<file path="src/rtl/opn_bus_master.sv">
`timescale 1ns/1ps
// YM2608 CPU-bus initiator: queues (port, reg, value) writes and plays them out as address/data strobes.
// Optional chip busy-flag polling before each write is enabled with OPN_BUSY_POLL_EN.
module opn_bus_master #(
    parameter int FIFO_AW      = 4,
    parameter int STROBE_LEN   = 2,
    parameter int ADDR_GAP     = 2,
    parameter int DATA_WAIT    = 32,
    parameter int BUSY_TIMEOUT = 1023
) (
    input  logic             clk,
    input  logic             rst_n,
    input  logic             cen,
    input  logic             req_valid,
    output logic             req_ready,
    input  logic             req_port,
    input  logic [7:0]       req_reg,
    input  logic [7:0]       req_data,
    output logic [FIFO_AW:0] fifo_level,
    output logic             busy,
    output logic             timeout_err,
    input  logic             clr_err,
    output logic [7:0]       opn_din,
    output logic [1:0]       opn_addr,
    output logic             opn_cs_n,
    output logic             opn_wr_n,
    input  logic [7:0]       opn_dout
);
    localparam int DEPTH = 1 << FIFO_AW;
`ifdef OPN_BUSY_POLL_EN
    localparam bit POLL_EN = 1'b1;
    localparam logic [9:0] TIMEOUT_LAST = 10'(BUSY_TIMEOUT - 1);
`else
    localparam bit POLL_EN = 1'b0;
`endif
    localparam int DGAP_TICKS = POLL_EN ? 1 : ((DATA_WAIT > 0) ? DATA_WAIT : 1);
    localparam logic [9:0] STROBE_LAST = 10'(STROBE_LEN - 1);
    localparam logic [9:0] GAP_LAST    = 10'((ADDR_GAP > 0) ? ADDR_GAP - 1 : 0);
    localparam logic [9:0] DGAP_LAST   = 10'(DGAP_TICKS - 1);
    localparam logic [FIFO_AW-1:0] PTR_ONE = FIFO_AW'(1);
    localparam logic [FIFO_AW:0]   LVL_ONE = (FIFO_AW + 1)'(1);
    localparam logic [FIFO_AW:0]   LVL_FULL = (FIFO_AW + 1)'(DEPTH);

    typedef enum logic [2:0] {IDLE, POLL, AWR, AGAP, DWR, DGAP} state_t;

    state_t             state;
    logic [16:0]        mem [DEPTH];
    logic [16:0]        head;
    logic [FIFO_AW-1:0] wr_ptr;
    logic [FIFO_AW-1:0] rd_ptr;
    logic               full;
    logic               empty;
    logic               push;
    logic               pop;
    logic               cur_port;
    logic [7:0]         cur_reg;
    logic [7:0]         cur_data;
    logic [9:0]         cnt;
    logic               unused_inputs;

    assign full      = (fifo_level == LVL_FULL);
    assign empty     = (fifo_level == '0);
    assign req_ready = !full;
    assign push      = req_valid && !full;
    assign pop       = cen && (state == IDLE) && !empty;
    assign busy      = !empty || (state != IDLE);
    assign head      = mem[rd_ptr];

    // FIFO storage and the latched current entry carry no reset; only pointers/level do.
    always_ff @(posedge clk) begin
        if (push)
            mem[wr_ptr] <= {req_port, req_reg, req_data};
        if (pop)
            {cur_port, cur_reg, cur_data} <= head;
    end

    // Pushes are not gated by cen; pops only happen on an IDLE tick.
    always_ff @(posedge clk or negedge rst_n) begin
        if (!rst_n) begin
            wr_ptr     <= '0;
            rd_ptr     <= '0;
            fifo_level <= '0;
        end else begin
            if (push)
                wr_ptr <= wr_ptr + PTR_ONE;
            if (pop)
                rd_ptr <= rd_ptr + PTR_ONE;
            case ({push, pop})
                2'b10:   fifo_level <= fifo_level + LVL_ONE;
                2'b01:   fifo_level <= fifo_level - LVL_ONE;
                default: fifo_level <= fifo_level;
            endcase
        end
    end

    always_ff @(posedge clk or negedge rst_n) begin
        if (!rst_n) begin
            state    <= IDLE;
            cnt      <= '0;
            opn_cs_n <= 1'b1;
            opn_wr_n <= 1'b1;
            opn_addr <= 2'b00;
            opn_din  <= 8'h00;
`ifdef OPN_BUSY_POLL_EN
            timeout_err <= 1'b0;
`endif
        end else begin
`ifdef OPN_BUSY_POLL_EN
            // A timeout set later in this block overrides a concurrent clear.
            if (clr_err)
                timeout_err <= 1'b0;
`endif
            if (cen) begin
                case (state)
                    IDLE: begin
                        opn_addr <= 2'b00;
                        cnt      <= '0;
                        if (!empty) begin
`ifdef OPN_BUSY_POLL_EN
                            state    <= POLL;
                            opn_cs_n <= 1'b0;
                            opn_wr_n <= 1'b1;
`else
                            state    <= AWR;
                            opn_cs_n <= 1'b0;
                            opn_wr_n <= 1'b0;
                            opn_addr <= {head[16], 1'b0};
                            opn_din  <= head[15:8];
`endif
                        end
                    end
`ifdef OPN_BUSY_POLL_EN
                    // The first poll tick only opens the read; the flag is trusted from the second on.
                    POLL: begin
                        if ((cnt != '0 && !opn_dout[7]) || cnt == TIMEOUT_LAST) begin
                            if (opn_dout[7])
                                timeout_err <= 1'b1;
                            state    <= AWR;
                            cnt      <= '0;
                            opn_wr_n <= 1'b0;
                            opn_addr <= {cur_port, 1'b0};
                            opn_din  <= cur_reg;
                        end else begin
                            cnt <= cnt + 10'd1;
                        end
                    end
`endif
                    AWR: begin
                        if (cnt == STROBE_LAST) begin
                            cnt <= '0;
                            if (ADDR_GAP == 0) begin
                                state    <= DWR;
                                opn_addr <= {cur_port, 1'b1};
                                opn_din  <= cur_data;
                            end else begin
                                state    <= AGAP;
                                opn_cs_n <= 1'b1;
                                opn_wr_n <= 1'b1;
                            end
                        end else begin
                            cnt <= cnt + 10'd1;
                        end
                    end
                    AGAP: begin
                        if (cnt == GAP_LAST) begin
                            state    <= DWR;
                            cnt      <= '0;
                            opn_cs_n <= 1'b0;
                            opn_wr_n <= 1'b0;
                            opn_addr <= {cur_port, 1'b1};
                            opn_din  <= cur_data;
                        end else begin
                            cnt <= cnt + 10'd1;
                        end
                    end
                    DWR: begin
                        if (cnt == STROBE_LAST) begin
                            state    <= DGAP;
                            cnt      <= '0;
                            opn_cs_n <= 1'b1;
                            opn_wr_n <= 1'b1;
                        end else begin
                            cnt <= cnt + 10'd1;
                        end
                    end
                    DGAP: begin
                        if (cnt == DGAP_LAST) begin
                            state    <= IDLE;
                            cnt      <= '0;
                            opn_addr <= 2'b00;
                        end else begin
                            cnt <= cnt + 10'd1;
                        end
                    end
                    default: begin
                        state    <= IDLE;
                        cnt      <= '0;
                        opn_cs_n <= 1'b1;
                        opn_wr_n <= 1'b1;
                    end
                endcase
            end
        end
    end

`ifdef OPN_BUSY_POLL_EN
    assign unused_inputs = ^opn_dout[6:0];
`else
    assign timeout_err   = 1'b0;
    assign unused_inputs = ^{clr_err, opn_dout, 10'(BUSY_TIMEOUT)};
`endif

endmodule

</file>
<file path="config.mk">
export PLATFORM = sky130hd
export DESIGN_NAME = opn_bus_master
export DESIGN_NICKNAME = d
export VERILOG_FILES = /design/src/rtl/opn_bus_master.sv
export SDC_FILE = /design/constraint.sdc
export NUM_CORES = 1
export LEC_CHECK = 0
export BUFFER_PORTS_ARGS = -buffer_cell sky130_fd_sc_hd__buf_2
export CORE_MARGIN = 4
export CORE_UTILIZATION = 58
export CTS_BUF_LIST = sky130_fd_sc_hd__clkbuf_8
export CTS_CLUSTER_DIAMETER = 120
export DETAILED_ROUTE_END_ITERATION = 10
export PLACE_DENSITY = 0.76
export SYNTH_ARGS = -nofsm -noshare
export SYNTH_HDL_FRONTEND = slang
export SYNTH_SLANG_ARGS = --single-unit
export TNS_END_PERCENT = 1
</file>
<file path="constraint.sdc">
create_clock -name clk -period 4.3 [get_ports clk]
set_input_delay 0.86 -clock clk [delete_from_list [all_inputs] [get_ports clk]]
set_output_delay 0.86 -clock clk [all_outputs]
set_load 0.02 [all_outputs]
</file>
## Yosys cells after proc, flatten, opt, wreduce, memory -nomap -nowiden

Memory sizes are Yosys's and may differ from the RTL's.
Index checks and enable logic that the tools add are counted.

| word-level totals | value |
|---|---|
| output and inout port bits | 20 |
| input port bits | 30 |
| bits in registers | 46 |
| memories | 1 |
| ROM bits | 0 |
| latch bits | 0 |
| bits in writable memories | 272 |
| word-level logic and storage cells | 73 |

Memory list:

| name | depth | width | rd ports | clocked after memory_dff | write ports | line | source |
|---|---|---|---|---|---|---|---|
| mem | 16 | 17 | 1 | 0 | 1 | 47 | `logic [16:0] mem [DEPTH];` |

| operators by class | value |
|---|---|
| multiplexer cells | 23 |
| order comparisons | 0 |
| $add $sub $neg | 5 |
| multiply operators | 0 |
| shifts and indexed selects | 0 |
| reduce and logical (&&, ||, !) cells | 18 |
| equal/unequal tests | 15 |
| bitwise gates (word level) | 1 |
| divide/modulo/power cells | 0 |

Operators with widths:

| cell | count |
|---|---|
| $mux W10 | 2 |
| $pmux W10 S2 | 1 |
| $mux W8 | 2 |
| $pmux W8 S2 | 1 |
| $mux W3 | 5 |
| $pmux W3 S5 | 1 |
| $add A10 B1 Y10 const B | 1 |
| $eq A10 B1 Y1 const B | 1 |
| $eq A10 B5 Y1 const B | 1 |
| $ne A2 B2 Y1 const B | 5 |
| $pmux W5 S2 | 1 |
| $add A4 B1 Y4 const B | 2 |
| $reduce_and A4 Y1 | 2 |
| $eq A3 B2 Y1 const B | 2 |
| $eq A3 B3 Y1 const B | 2 |
| $mux W2 | 3 |
| $pmux W2 S3 | 1 |
| $reduce_and A6 Y1 | 1 |
| $reduce_bool A3 Y1 | 2 |
| $add A5 B1 Y5 const B | 1 |
| $eq A5 B5 Y1 const B | 1 |
| $logic_not A5 Y1 | 1 |
| $mux W1 | 5 |
| $reduce_and A5 Y1 | 1 |
| 13 further kinds | 17 |

## Logic depth before layout (Yosys ltp)

Gate-level depths: netlist of the first run.

| depth | value |
|---|---|
| depth after elaboration | 5 |
| depth in mapped cells | 15 |
| depth with buffers taken out | 12 |

## Worst setup path after synthesis of the first run

No wires, ideal clock.

| timing path | value |
|---|---|
| path kind | input -> register |
| from | input cen |
| to | register fifo_level[4] |
| required time | 4.166 ns |
| cell stages on the path | 13 |
| slack | 1.038 ns |
| setup time | 0.134 ns |
| data arrival time | 3.127 ns |
| buffers on the path | 2 |
| cell sequence | nor2b_1 > o21ai_2 > nor3_1 > buf_2 > ha_1 > clkbuf_1 > xor2_1 > ha_1 > nor2b_1 > o21ai_0 > a31oi_1 > nor2_1 > xor2_1 |

| on the way | value |
|---|---|
| word-level cells in the longest chain between the ends | 4 |
| elaborated cells between the ends (all ways) | 6 |
| classes of those cells | eq/ne (2); mux (1); reduce/logical (3) |

Ends and longest elaborated chain:

| what | line | source |
|---|---|---|
| start, declared | 13 | `input logic cen,` |
| $logic_and A1 B1 Y1 * (2 in a row) | 65 | `assign pop = cen && (state == IDLE) && !empty;` |
| net pop | 54 | `logic pop;` |
| $eq A2 B1 Y1 / $eq A2 B2 Y1 (equally long branches) | 88 | `case ({push, pop})` |
| $pmux W5 S2 / $reduce_bool A2 Y1 (equally long branches) | -- |  |
| end signal, assigned | 89 | `2'b10: fifo_level <= fifo_level + LVL_ONE;` |
| end signal, assigned | 90 | `2'b01: fifo_level <= fifo_level - LVL_ONE;` |
| end signal, assigned | 91 | `default: fifo_level <= fifo_level;` |
| end, declared | 19 | `output logic [FIFO_AW:0] fifo_level,` |

Mark *: on every way through the listed nets, which the timed path passes. The rest lies on a longest branch.
A chain may end at the register's enable or synchronous reset.

## Final worst setup path of the first run

| timing path | value |
|---|---|
| from | register fifo_level[2] |
| to | output busy |

| on the way | value |
|---|---|
| word-level cells in the longest chain between the ends | 3 |

Ends and longest elaborated chain:

| what | line | source |
|---|---|---|
| $logic_not A5 Y1 | 62 | `assign empty = (fifo_level == '0);` |
| $logic_not A1 Y1 | -- |  |
| $logic_or A1 B1 Y1 | 66 | `assign busy = !empty \|\| (state != IDLE);` |
| end, declared | 20 | `output logic busy,` |

Every way passes these cells.

==> results.md, run 1 <==
- Max Cap Viol: 0
- Normalized max-slew margin: between 30% and 40%
- Period minus WS final: 3.16 ns
- Status: finished, final reports clean
- Final Skew: between 0.015 and 0.02 ns
- Power Dens Cells: ~490 nW/µm²
- Num rows: 54
- Max Freq: 317 MHz
- Final GP Congestion: 0.839
- Pre-antenna DRT Iters: 5
- Setup bufs post-CTS: 0
- Top cells by count, synth: edfxtp_1 (281), mux4_2 (76), dfrtp_1 (36)
- Avg WL per Cell: between 20 and 25 µm
- Most frequent cell after synthesis: edfxtp_1
- TNS Setup: 0 ns
- Largest net degree at the start of global routing: 70
- Overflow after GRT: 0
- Die W: 156 µm
- Critical R2R Launch: fifo_level[2]$_DFFE_PN0P_
- Fraction of layout cells with a size suffix above 1: 31.3%
- Via count: about 6600
- Worst vdd ir: 0.270 mV
- Unrepaired setup endpoints after global routing: false
- Setup ws final: roughly 1.1 ns
- Post-route DRC: 0
- Mapped cell area: 12800 µm²
- Synth area leader: edfxtp_1
- Yosys warns: 0
- Met1 wire length: approximately 11 mm
- #FFs+latches synth: 318
- IO Port Bufs: 39
- CTS tree: done
- Total track usage: 22.0%
- Vias in the first global route: approximately 6800
- Slew @ Worst Pin: around 1.0 ns
- Setup crit end: busy
- Startpoint types: register
- Slew Viols, Final: 0
- Leakage Power: between 4 and 5 nW
- Initial DRC Count: around 770
- Met3 wire length: 2.04 mm
- Core area: between 20000 and 25000 µm²
- Top sig layer: met4
- Synth-to-Final Area Change: 11.9%
- Synth Instances: 658
- Synth Net Count: between 600 and 700
- Clock root cell: clkbuf_8
- CTS HTree Levels: 2
- Via density per instance: 6.33
- TritonCTS Buffers: 48
- Worst R2R End: fifo_level[4]$_DFFE_PN0P_
- Fraction of registers with async set/reset: 11.6%
- Kind of critical path: register to primary output
- Number of gates resized after cts: 0
- # IOs: 50
- Critical Path Start: fifo_level[2]$_DFFE_PN0P_
- Critical path peak fanout: 9
- Fin. Hold Viols: 0
- Fillers: 1423
- Reg2reg setup slack: around 1.3 ns
- Crit. End Element: primary output
- Routed wire length: 26.0 mm
- Detail Route Antenna Nets: 0
- Full die area: approximately 24000 µm²
- First-pass GRT wire length: just over 40 mm
- ANT cells: 0
- Multi-input logic area: about 3200 µm²
- Clk_lat worst skew: around 0.57 ns
- Register area: roughly 9400 µm²
- Worst Hold Class: input pin to async pin
- DIE HEIGHT: between 150 and 200 µm
- Number of synthesized flops with an enable pin: 281
- Synth top area cells: edfxtp_1 (66%), mux4_2 (13%), dfrtp_1 (7.0%), a22oi_1 (1.1%), ha_1 (1.1%)
- CTS clock-pin slew for the worst setup and hold paths: 0.06 ns
- Tcrit/Tclk final: 73.4%
- Syn_area_per_cell: about 19 µm²
- Nets: around 770
- Clk sinks: 318
- Post-Layout Cell Count: 1044
- Starting Density: between 50 and 60%
- Synth cell types: 59
- Register area share after synthesis: about 73%
- Clk buf depth: 3
- Placed cell count: 956
- DP Worst Slack: ~1.1 ns
- Post-synth top flop: edfxtp_1
- Worst path required time: 3.44 ns
- Setup violations, final: 0
- Metal2 WL: 12.9 mm
- Arr. time, crit path: ~2.3 ns
- Post-synth top area share: between 60% and 70%
- Initial antenna violation count: 0
- CTS Hold Bufs: 0
- Design Power: a little over 7 mW
- Hpwl dp: 15.3 mm
- R2r worst-path depth: 12
[power breakdown]
group / internal, mW / switching, mW / total (mW) / leakage [nW]
Combinational: 0.254 / 0.486 / 0.740 / 1.28
Sequential: 3.69 / 0.174 / 3.87 / 2.98
Clock: 1.34 / 1.13 / 2.47 / 0.553
[how the worst min path moves through the flow]
stage                                           end  slack (ns)  cells past startpoint
final                     fifo_level[3]$_DFFE_PN0P_        0.42                      1
after global routing      fifo_level[2]$_DFFE_PN0P_        0.48                      1
after CTS                     rd_ptr[3]$_DFFE_PN0P_        0.43                      1
after detailed placement    opn_addr[0]$_DFFE_PN0P_        0.52                      1
after global placement      opn_addr[0]$_DFFE_PN0P_        0.51                      1
after floorplan              opn_din[0]$_DFFE_PN0P_        0.51                      1
[layout make-up]
| cell class | instances | share of cell area, % |
|---|---|---|
| inverter | 12 | 0.315 |
| sequential | 318 | 65.5 |
| tap | 280 | 2.45 |
| timing repair buffer | 59 | 2.50 |
| clock buffer | 54 | 5.20 |
| clock inverter | 34 | 1.60 |
| multi-input combinational | 287 | 22.4 |
[cell families (layout without fill, tap and decap cells)]
kind of cell | count (synthesis) | after routing | synth area share [%]
other | 1 | 1 | 0.0293
AND/OR/NAND/NOR | 108 | 108 | 4.48
flip-flops | 318 | 318 | 73.2
AO/OA/AOI/OAI | 71 | 71 | 4.24
XOR/XNOR | 13 | 13 | 0.890
buffers and inverters | 53 | 159 | 2.08
multiplexers | 82 | 82 | 13.9
adder cells (fa/ha/maj) | 12 | 12 | 1.15
[metrics by stage]
step	instance area, µm²	hold WS (ns)	util, %
after floorplan	12800	0.509	-
after global placement	13300	0.512	61.3
after detailed placement	13300	0.520	61.3
after CTS	14300	0.427	65.8
after global routing	14300	0.481	65.8
final	14300	0.425	65.8
[cells in the final DEF (no fill, tap or decap), types with 3 or more instances in the layout]
cell type / n
a21o_1: 3
clkbuf_8: 54
o21ai_0: 9
nor2b_1: 6
xor2_1: 6
clkinv_1: 8
dfrtp_1: 34
clkinv_2: 5
mux2_2: 3
nand2_1: 25
a21oi_1: 6
nor2_2: 12
buf_4: 19
inv_1: 27
o221a_2: 8
a22oi_1: 19
a31oi_1: 4
o311ai_0: 6
mux4_2: 76
buf_2: 39
edfxtp_1: 281
and3_1: 3
nor2_1: 7
ha_1: 11
bufinv_16: 3
nor3_2: 5
xnor2_1: 7
nand4_1: 3
nand2b_1: 7
nand3_1: 21
mux2i_1: 3
[flip-flops by register name (all words and copies together) (netlist names)]
signal and count:
mem 272, cnt 10, cur_data 8, opn_din 8, fifo_level 5, rd_ptr 4, wr_ptr 4, state 3
opn_addr 2, cur_port 1, opn_wr_n 1
[per-layer routing]
metal	up-vias	GRT usage [%]
li1	2831	-
met1	3451	32.1
met2	284	34.8
met3	39	4.31
met4	0	5.95
met5	-	0
[critical path: stages, from the launching register on]
cell,delay [ns]
dfrtp_1,0.48
nor4_1,0.48
nand2b_1,0.15
or4_1,0.45
buf_2,0.19
(Power assumes the default switching activity.)
==> run 2: changes to the inputs <==
--- a/config.mk
+++ b/config.mk
@@ -11,7 +11,7 @@
 export CTS_BUF_LIST = sky130_fd_sc_hd__clkbuf_8
 export CTS_CLUSTER_DIAMETER = 120
 export DETAILED_ROUTE_END_ITERATION = 10
-export PLACE_DENSITY = 0.76
+export PLACE_DENSITY = 0.78
 export SYNTH_ARGS = -nofsm -noshare
 export SYNTH_HDL_FRONTEND = slang
 export SYNTH_SLANG_ARGS = --single-unit
==> constraint.sdc (replaced) <==
create_clock -name clk -period 2.8 [get_ports clk]
set_input_delay 0.56 -clock clk [delete_from_list [all_inputs] [get_ports clk]]
set_output_delay 0.56 -clock clk [all_outputs]
set_load 0.02 [all_outputs]
==> run 2 against run 1 <==
Effect of this change:
- clock skew decreased by 0.0035 ns
- register-to-register slack worse by 1.1 ns
- worst hold slack worse by 0.32 ns
- sequential share of layout area shrank 0.48 points
- critical endpoint unchanged
- highest routed layer unchanged
==> results.md, run 2 (synthesis gave the netlist of run 1 again) <==
- Power share of the clock group: 32.3% (-2.6 points)
- R2r worst-path depth: 11 (-1)
- Overflow after GRT: 0 (unchanged)
- Switching Share: 25.9% (+0.60 points)
- Slew @ Worst Pin: 0.857 ns (-0.151 ns)
- Final GP Congestion: 0.814 (-2.9%)
- Kind of critical path: register to primary output
- Tcrit/Tclk final: about 96%
- Avg WL per Cell: 24.4 µm (-1.9%)
- IO Port Bufs: 39 (unchanged)
- Crit. End Element: primary output
- Fin. Hold Viols: 0 (unchanged)
- Pre-antenna DRT Iters: 5 (unchanged)
- Die W: 156 µm (unchanged)
- Routed wire length: 26.0 mm (about the same)
- # IOs: 50 (unchanged)
- Slew Viols, Final: 0 (unchanged)
- CTS HTree Levels: 2 (unchanged)
- Synth-to-Final Area Change: 12.7%
- Leakage Power: 4.88 nW (+1.4%)
- Metal2 WL: 12.8 mm (-0.64%)
- Total track usage: 22.1% (+0.098 points)
- Power Dens Cells: 733 nW/µm² (+48%)
- ANT cells: 0 (unchanged)
- Largest net degree at the start of global routing: 70 (unchanged)
- Clk sinks: 318 (unchanged)
- TritonCTS Buffers: 48 (unchanged)
- Critical path peak fanout: 4 (-5)
- TNS Setup: 0 ns (unchanged)
- Biggest register: mem
- Worst Hold Class: input pin to async pin
- Top sig layer: met4
- Sw Pwr: 2.74 mW (+53%)
- Worst vdd ir: 0.538 mV (+99%)
- Leading registers by flop count: mem (272), cnt (10)
- Initial antenna violation count: 0 (unchanged)
- Fraction of layout cells with a size suffix above 1: 32.7% (+1.4 points)
- Clk buf depth: 3 (unchanged)
- Unrepaired setup endpoints after global routing: false
- Fin util: 66.2% (+0.48 points)
- Worst path required time: 2.24 ns (-1.20 ns)
- Via density per instance: 6.33 (about the same)
- Initial DRC Count: 739 (-3.4%)
- Post-route DRC: 0 (unchanged)
- DIE HEIGHT: 156 µm (unchanged)
- Hpwl dp: 16.1 mm (+5.1%)
- Starting Density: 58.8% (unchanged)
- CTS Hold Bufs: 0 (unchanged)
- Met3 wire length: 2.33 mm (+14%)
- Full die area: 24500 µm² (unchanged)
- Logic gate share of total power: 11.5% (+1.0 points)
- Critical R2R Launch: fifo_level[3]$_DFFE_PN0P_
- CTS clock-pin slew for the worst setup and hold paths: 0.06 ns (about the same)
- Design Power: 10.6 mW (+49%)
- First-pass GRT wire length: 40.5 mm (+0.60%)
- Commonest non-fill, non-tap cell in the layout: edfxtp_1
- Max reg flops: 272 (unchanged)
- Detail Route Antenna Nets: 0 (unchanged)
- CTS tree: done
- Reg2reg setup slack: 0.21 ns (-1.08 ns)
- Num rows: 54 (unchanged)
- Status: finished, final reports clean
- Int Pwr: 7.83 mW (+48%)
- Period minus WS final: 2.68 ns
- Via count: 6729 (+1.9%)
- Most frequent cells in the layout: edfxtp_1 (281), mux4_2 (76), clkbuf_8 (52)
- Core area: 21800 µm² (unchanged)
- Vias in the first global route: 6911 (+1.6%)
- Max Freq: 373 MHz
- Met1 wire length: 10.2 mm (-3.1%)
- Max Cap Viol: 0 (unchanged)
- Reg power frac: 56.2% (+1.6 points)
- Startpoint types: register
- Nets: 788 (+2.7%)
- Normalized max-slew margin: 42.9% (+10 points)
- Clk_lat worst skew: 0.58 ns (about the same)
- Clock root cell: clkbuf_8
- Arr. time, crit path: 2.12 ns (-0.18 ns)
- Setup violations, final: 0 (unchanged)
- Final Skew: 0.0158 ns (-0.00352 ns)
- Worst R2R End: fifo_level[4]$_DFFE_PN0P_
[run 2: cell types whose count changed in the layout (fill, tap and decap cells not counted), moves of 2 or more]
cell       delta
buf_4        +18
buf_12        +3
bufinv_16     -3
clkinv_1      +3
clkbuf_8      -2
[run 2: area by class of cell]
cell class	instances	area (µm²)
Sequential cell	318	9370
Fill cell	1378	7340
Multi-Input combinational cell	287	3230
Clock buffer	52	716
Timing Repair Buffer	80	553
Tap cell	280	350
Clock inverter	34	150
Inverter	12	45.0
[run 2: worst max-delay path by stage]
stage | to | slack [ns] | from | depth (start not counted)
finish | busy | 0.12 | fifo_level[3]$_DFFE_PN0P_ | 4
global route | fifo_level[4]$_DFFE_PN0P_ | 0.02 | fifo_level[3]$_DFFE_PN0P_ | 11
detailed placement | fifo_level[4]$_DFFE_PN0P_ | 0.13 | cen | 11
global placement | fifo_level[4]$_DFFE_PN0P_ | 0.22 | fifo_level[3]$_DFFE_PN0P_ | 11
floorplan | mem[0][0]$_DFFE_PP_ | -0.28 | fifo_level[1]$_DFFE_PN0P_ | 7
CTS | busy | 0.05 | fifo_level[3]$_DFFE_PN0P_ | 4
[run 2: through the flow]
step           setup WS (ns)  hold WS [ns]  area, µm²  cells
2_1_floorplan         -0.281         0.264      12800    658
3_3_place_gp           0.215         0.509      13500    976
3_5_place_dp           0.131         0.528      13500    976
4_1_cts               0.0539         0.107      14400   1062
5_1_grt               0.0156         0.145      14400   1063
6_report               0.116         0.103      14400   1063
[run 2: worst max-delay path, stage by stage (launching register included)]
cell and delay, ns:
dfrtp_1 0.41, nor4_1 0.36, nand2b_1 0.15, or4_1 0.45, buf_2 0.19
[run 2: what timing repair did]
item / in CTS / in global routing
gates resized for setup: 0 / 2
buffers inserted: 0 / 1
endpoints found under the setup margin: 0 / 1
[run 2: power by group through the flow]
stage	Combinational [mW]	Sequential, mW	Clock (mW)
floorplan	0.699	5.96	0
global placement	1.13	5.97	0
detailed placement	1.20	6.03	0
CTS	1.21	5.93	3.47
global route	1.32	5.97	3.73
finish	1.22	5.94	3.41
[run 2: routing by layer]
metal	vias to the layer above	track usage [%]
li1	2882	-
met1	3493	31.9
met2	300	35.3
met3	54	4.89
met4	0	5.25
met5	-	0
==> run 3: changes to the inputs <==
--- a/config.mk
+++ b/config.mk
@@ -5,7 +5,9 @@
 export SDC_FILE = /design/constraint.sdc
 export NUM_CORES = 1
 export LEC_CHECK = 0
+export ABC_AREA = 1
 export BUFFER_PORTS_ARGS = -buffer_cell sky130_fd_sc_hd__buf_2
+export CAP_MARGIN = 20
 export CORE_MARGIN = 4
 export CORE_UTILIZATION = 58
 export CTS_BUF_LIST = sky130_fd_sc_hd__clkbuf_8
==> run 3 against run 2 <==
Effect of this change:
- worst hold slack got worse by 0.016 ns
- clock skew increased by 0.0022 ns
- critical path depth increased by 11
- final area increased by 1.2%
- total power increased by 40%
- critical path type is now register to register
- critical endpoint is now fifo_level[4]$_DFFE_PN0P_
==> results.md, run 3 <==
- Post-route DRC: 0 (unchanged)
- Final GP Congestion: 0.876 (+7.6%)
- Yosys warns: 0 (unchanged)
- Hpwl dp: 16.4 mm (+1.8%)
- Leading registers by flop count: mem (272), cnt (10)
- DIE HEIGHT: 159 µm (+1.5%)
- ANT cells: 0 (unchanged)
- Post-synth top flop: edfxtp_1
- Leakage Power: 5.38 nW (+10%)
- Synth-to-Final Area Change: 10.4%
- Tcrit/Tclk final: 89.1% (-6.8 points)
- Normalized max-slew margin: 45.6% (+2.7 points)
- Mapped cell area: 13200 µm² (+3.3%)
- Max Freq: 401 MHz (+7.6%)
- Detail Route Antenna Nets: 0 (unchanged)
- Number of gates resized after cts: 0 (unchanged)
- XOR/XNOR Fraction of Synth Area: 1.13% (+0.24 points)
- Synth area leader: edfxtp_1
- Synth cell types: 38 (-36%)
- Core area: 22100 µm² (+1.6%)
- Clk_lat worst skew: 0.57 ns (about the same)
- IO Port Bufs: 39 (unchanged)
- Setup bufs post-CTS: 0 (unchanged)
- Via count: 8708 (+29%)
- Final Skew: 0.0180 ns (+0.00223 ns)
- CTS tree: done
- Critical path's slowest cell: dfrtp_1
- Register area share after synthesis: 70.9% (-2.3 points)
- Biggest register: mem
- Clock root cell: clkbuf_8
- Synth Instances: 1101 (+67%)
- Via density per instance: 5.89 (-6.9%)
- Number of synthesized flops with an enable pin: 281 (unchanged)
- Slew Viols, Final: 0 (unchanged)
- Avg WL per Cell: 19.9 µm (-18%)
- Fraction of layout cells with a size suffix above 1: 13.9% (-19 points)
- Unrepaired setup endpoints after global routing: false
- Overflow after GRT: 0 (unchanged)
- CP top delay family: simple AND/OR/NAND/NOR gates
- Total track usage: 23.2% (+1.1 points)
- Setup violations, final: 0 (unchanged)
- Max reg flops: 272 (unchanged)
- Worst vdd ir: 0.695 mV (+29%)
- Arr. time, crit path: 3.00 ns (+0.88 ns)
- Synth top area cells: edfxtp_1 (64%), dfrtp_1 (6.8%), nor2_1 (6.3%), o21ai_0 (5.0%), nand3_1 (3.3%)
- Adder-cell area share of the yosys netlist: 1.04% (-0.11 points)
- Fin. Hold Viols: 0 (unchanged)
- DP Worst Slack: 0.339 ns (+0.208 ns)
- Max Cap Viol: 0 (unchanged)
- CTS Hold Bufs: 0 (unchanged)
- Critical path peak fanout: 5 (+1)
- Fraction of registers with async set/reset: 11.6% (unchanged)
- Setup ws final: 0.306 ns (+0.190 ns)
- Design Power: 14.8 mW (+40%)
- Clk sinks: 318 (unchanged)
- Top cells by count, synth: edfxtp_1 (281), nor2_1 (220), o21ai_0 (132)
- Nets: 1199 (+52%)
- Vias in the first global route: 8800 (+27%)
- Most frequent cells in the layout: edfxtp_1 (281), nor2_1 (204), o21ai_0 (132)
- TritonCTS Buffers: 50 (+4.2%)
- Full die area: 25200 µm² (+3.1%)
- Slew @ Worst Pin: 0.816 ns (-0.0409 ns)
- First-pass GRT wire length: 46.3 mm (+14%)
- Startpoint types: register
- Initial DRC Count: 897 (+21%)
- Pre-antenna DRT Iters: 5 (unchanged)
- Synth Net Count: 1142 (+63%)
- Most frequent cell after synthesis: edfxtp_1
- Fillers: 1564 (+13%)
- Register area: 9370 µm² (unchanged)
- Crit path cell chain: nor2_1, nand3_1, nor2_2, inv_1, nand3_1, inv_1, ha_1, xor2_1, ha_1, inv_1, nand2_1, a31oi_1, xor2_1, nand2_1, nand2_1
- Worst Hold Class: input pin to async pin
- Multi-input logic area: 3330 µm² (+3.3%)
- CTS HTree Levels: 2 (unchanged)
- Mux cell area share after synthesis: 0% (-14 points)
- Num rows: 54 (unchanged)
- CP max stage delay: 0.43 ns (-0.02 ns)
- TNS Setup: 0 ns (unchanged)
- Worst path required time: 3.31 ns (+1.07 ns)
- # IOs: 50 (unchanged)
- Crit. End Element: register
- Complex-gate fraction of the synthesized area: 8.76% (+4.5 points)
- Die W: 159 µm (+1.5%)
- Initial antenna violation count: 0 (unchanged)
- Syn_area_per_cell: 12.0 µm² (-38%)
- CTS clock-pin slew for the worst setup and hold paths: 0.06 ns (about the same)
- Commonest non-fill, non-tap cell in the layout: edfxtp_1
- Power Dens Cells: 1020 nW/µm² (+39%)
- Routed wire length: 29.4 mm (+13%)
- Period minus WS final: 2.49 ns (-0.190 ns)
- Largest net degree at the start of global routing: 147 (+110%)
- Post-synth top area share: 63.9% (-2.1 points)
- Clk buf depth: 3 (unchanged)
- Buf/Inv on CP: 3 (+2)
- #FFs+latches synth: 318 (unchanged)
- Starting Density: 59.8% (+0.99 points)
- Largest family of logic cells by synthesized area: simple AND/OR/NAND/NOR gates
- Simple-gate share of the synthesized area: 14.0% (+9.5 points)
- Kind of critical path: register to register
- Status: finished, final reports clean
-- run 3: changes by cell type after synthesis, sizes merged, moves of 12 or more --
cell | before | now
nand2 | 26 | 117
o21ai | 10 | 135
a22oi | 19 | 0
mux4 | 76 | 0
nor2 | 19 | 226
inv | 12 | 55
nand3 | 21 | 89
o22ai | 1 | 13
o221ai | 1 | 25
-- run 3: cell families after synthesis --
kind of cell,after synthesis
DFF,318
other,1
xor gates and xnor gates,17
AOI/OAI and AO/OA,199
buffers and inverters,117
adders and majority gates,11
and+or+nand+nor,438
-- run 3: per-stage QoR --
stage | hold slack [ns] | util [%] | instance area [µm²] | instances
2_1_floorplan | 0.264 | - | 13200 | 1101
3_3_place_gp | 0.463 | 62.1 | 13700 | 1386
3_5_place_dp | 0.481 | 62.1 | 13700 | 1386
4_1_cts | 0.0882 | 66.0 | 14600 | 1478
5_1_grt | 0.119 | 66.0 | 14600 | 1478
6_report | 0.0870 | 66.0 | 14600 | 1478
-- run 3: layer usage --
metal / vias up / share of wire [%] / track usage [%]
met1: 4177 / 40 / 32.4
li1: 4017 / - / -
met4: 0 / 3.5 / 10.5
met3: 84 / 9.1 / 4.41
met2: 430 / 47 / 36.1
met5: - / 0 / 0
-- run 3: path summary, 6_finish.rpt --
path | from | to | slack (ns) | cells after the start
worst max-delay path | fifo_level[0]$_DFFE_PN0P_ | fifo_level[4]$_DFFE_PN0P_ | 0.31 | 15
worst min-delay path | rst_n | fifo_level[3]$_DFFE_PN0P_ | 0.09 | 1
worst max register to register | fifo_level[0]$_DFFE_PN0P_ | fifo_level[4]$_DFFE_PN0P_ | 0.31 | 15
worst min register to register | opn_wr_n$_DFFE_PN1P_ | opn_wr_n$_DFFE_PN1P_ | 0.49 | 2
max in group asynchronous | rst_n | rd_ptr[0]$_DFFE_PN0P_ | 2.12 | 1
min in group clk | cen | cnt[8]$_DFFE_PN0P_ | 0.36 | 2
-- run 3: area by class of cell --
class,instances,area share [%]
clock inverters,41,1.13
repair buffers,66,3.07
inverters,56,1.47
clock buffers,51,4.81
well taps,280,2.40
multi-input cells,666,22.9
flip-flops and latches,318,64.3
-- run 3: power by group --
part	total (mW)	internal (mW)	switching, mW	leakage (nW)
Sequential	6.17	5.89	0.278	3.01
Combinational	5.25	1.55	3.70	1.85
Clock	3.39	1.69	1.71	0.523
Total	14.8	9.14	5.68	5.38
-- run 3: worst reg2reg max path, stage by stage (launching register included) --
cell     delay [ns]
dfrtp_1        0.43
nor2_1         0.16
nand3_1        0.10
nor2_2         0.18
inv_1          0.07
nand3_1        0.14
inv_1          0.08
ha_1           0.25
xor2_1         0.19
ha_1           0.20
inv_1          0.05
nand2_1        0.10
a31oi_1        0.22
xor2_1         0.16
nand2_1        0.06
nand2_1        0.05
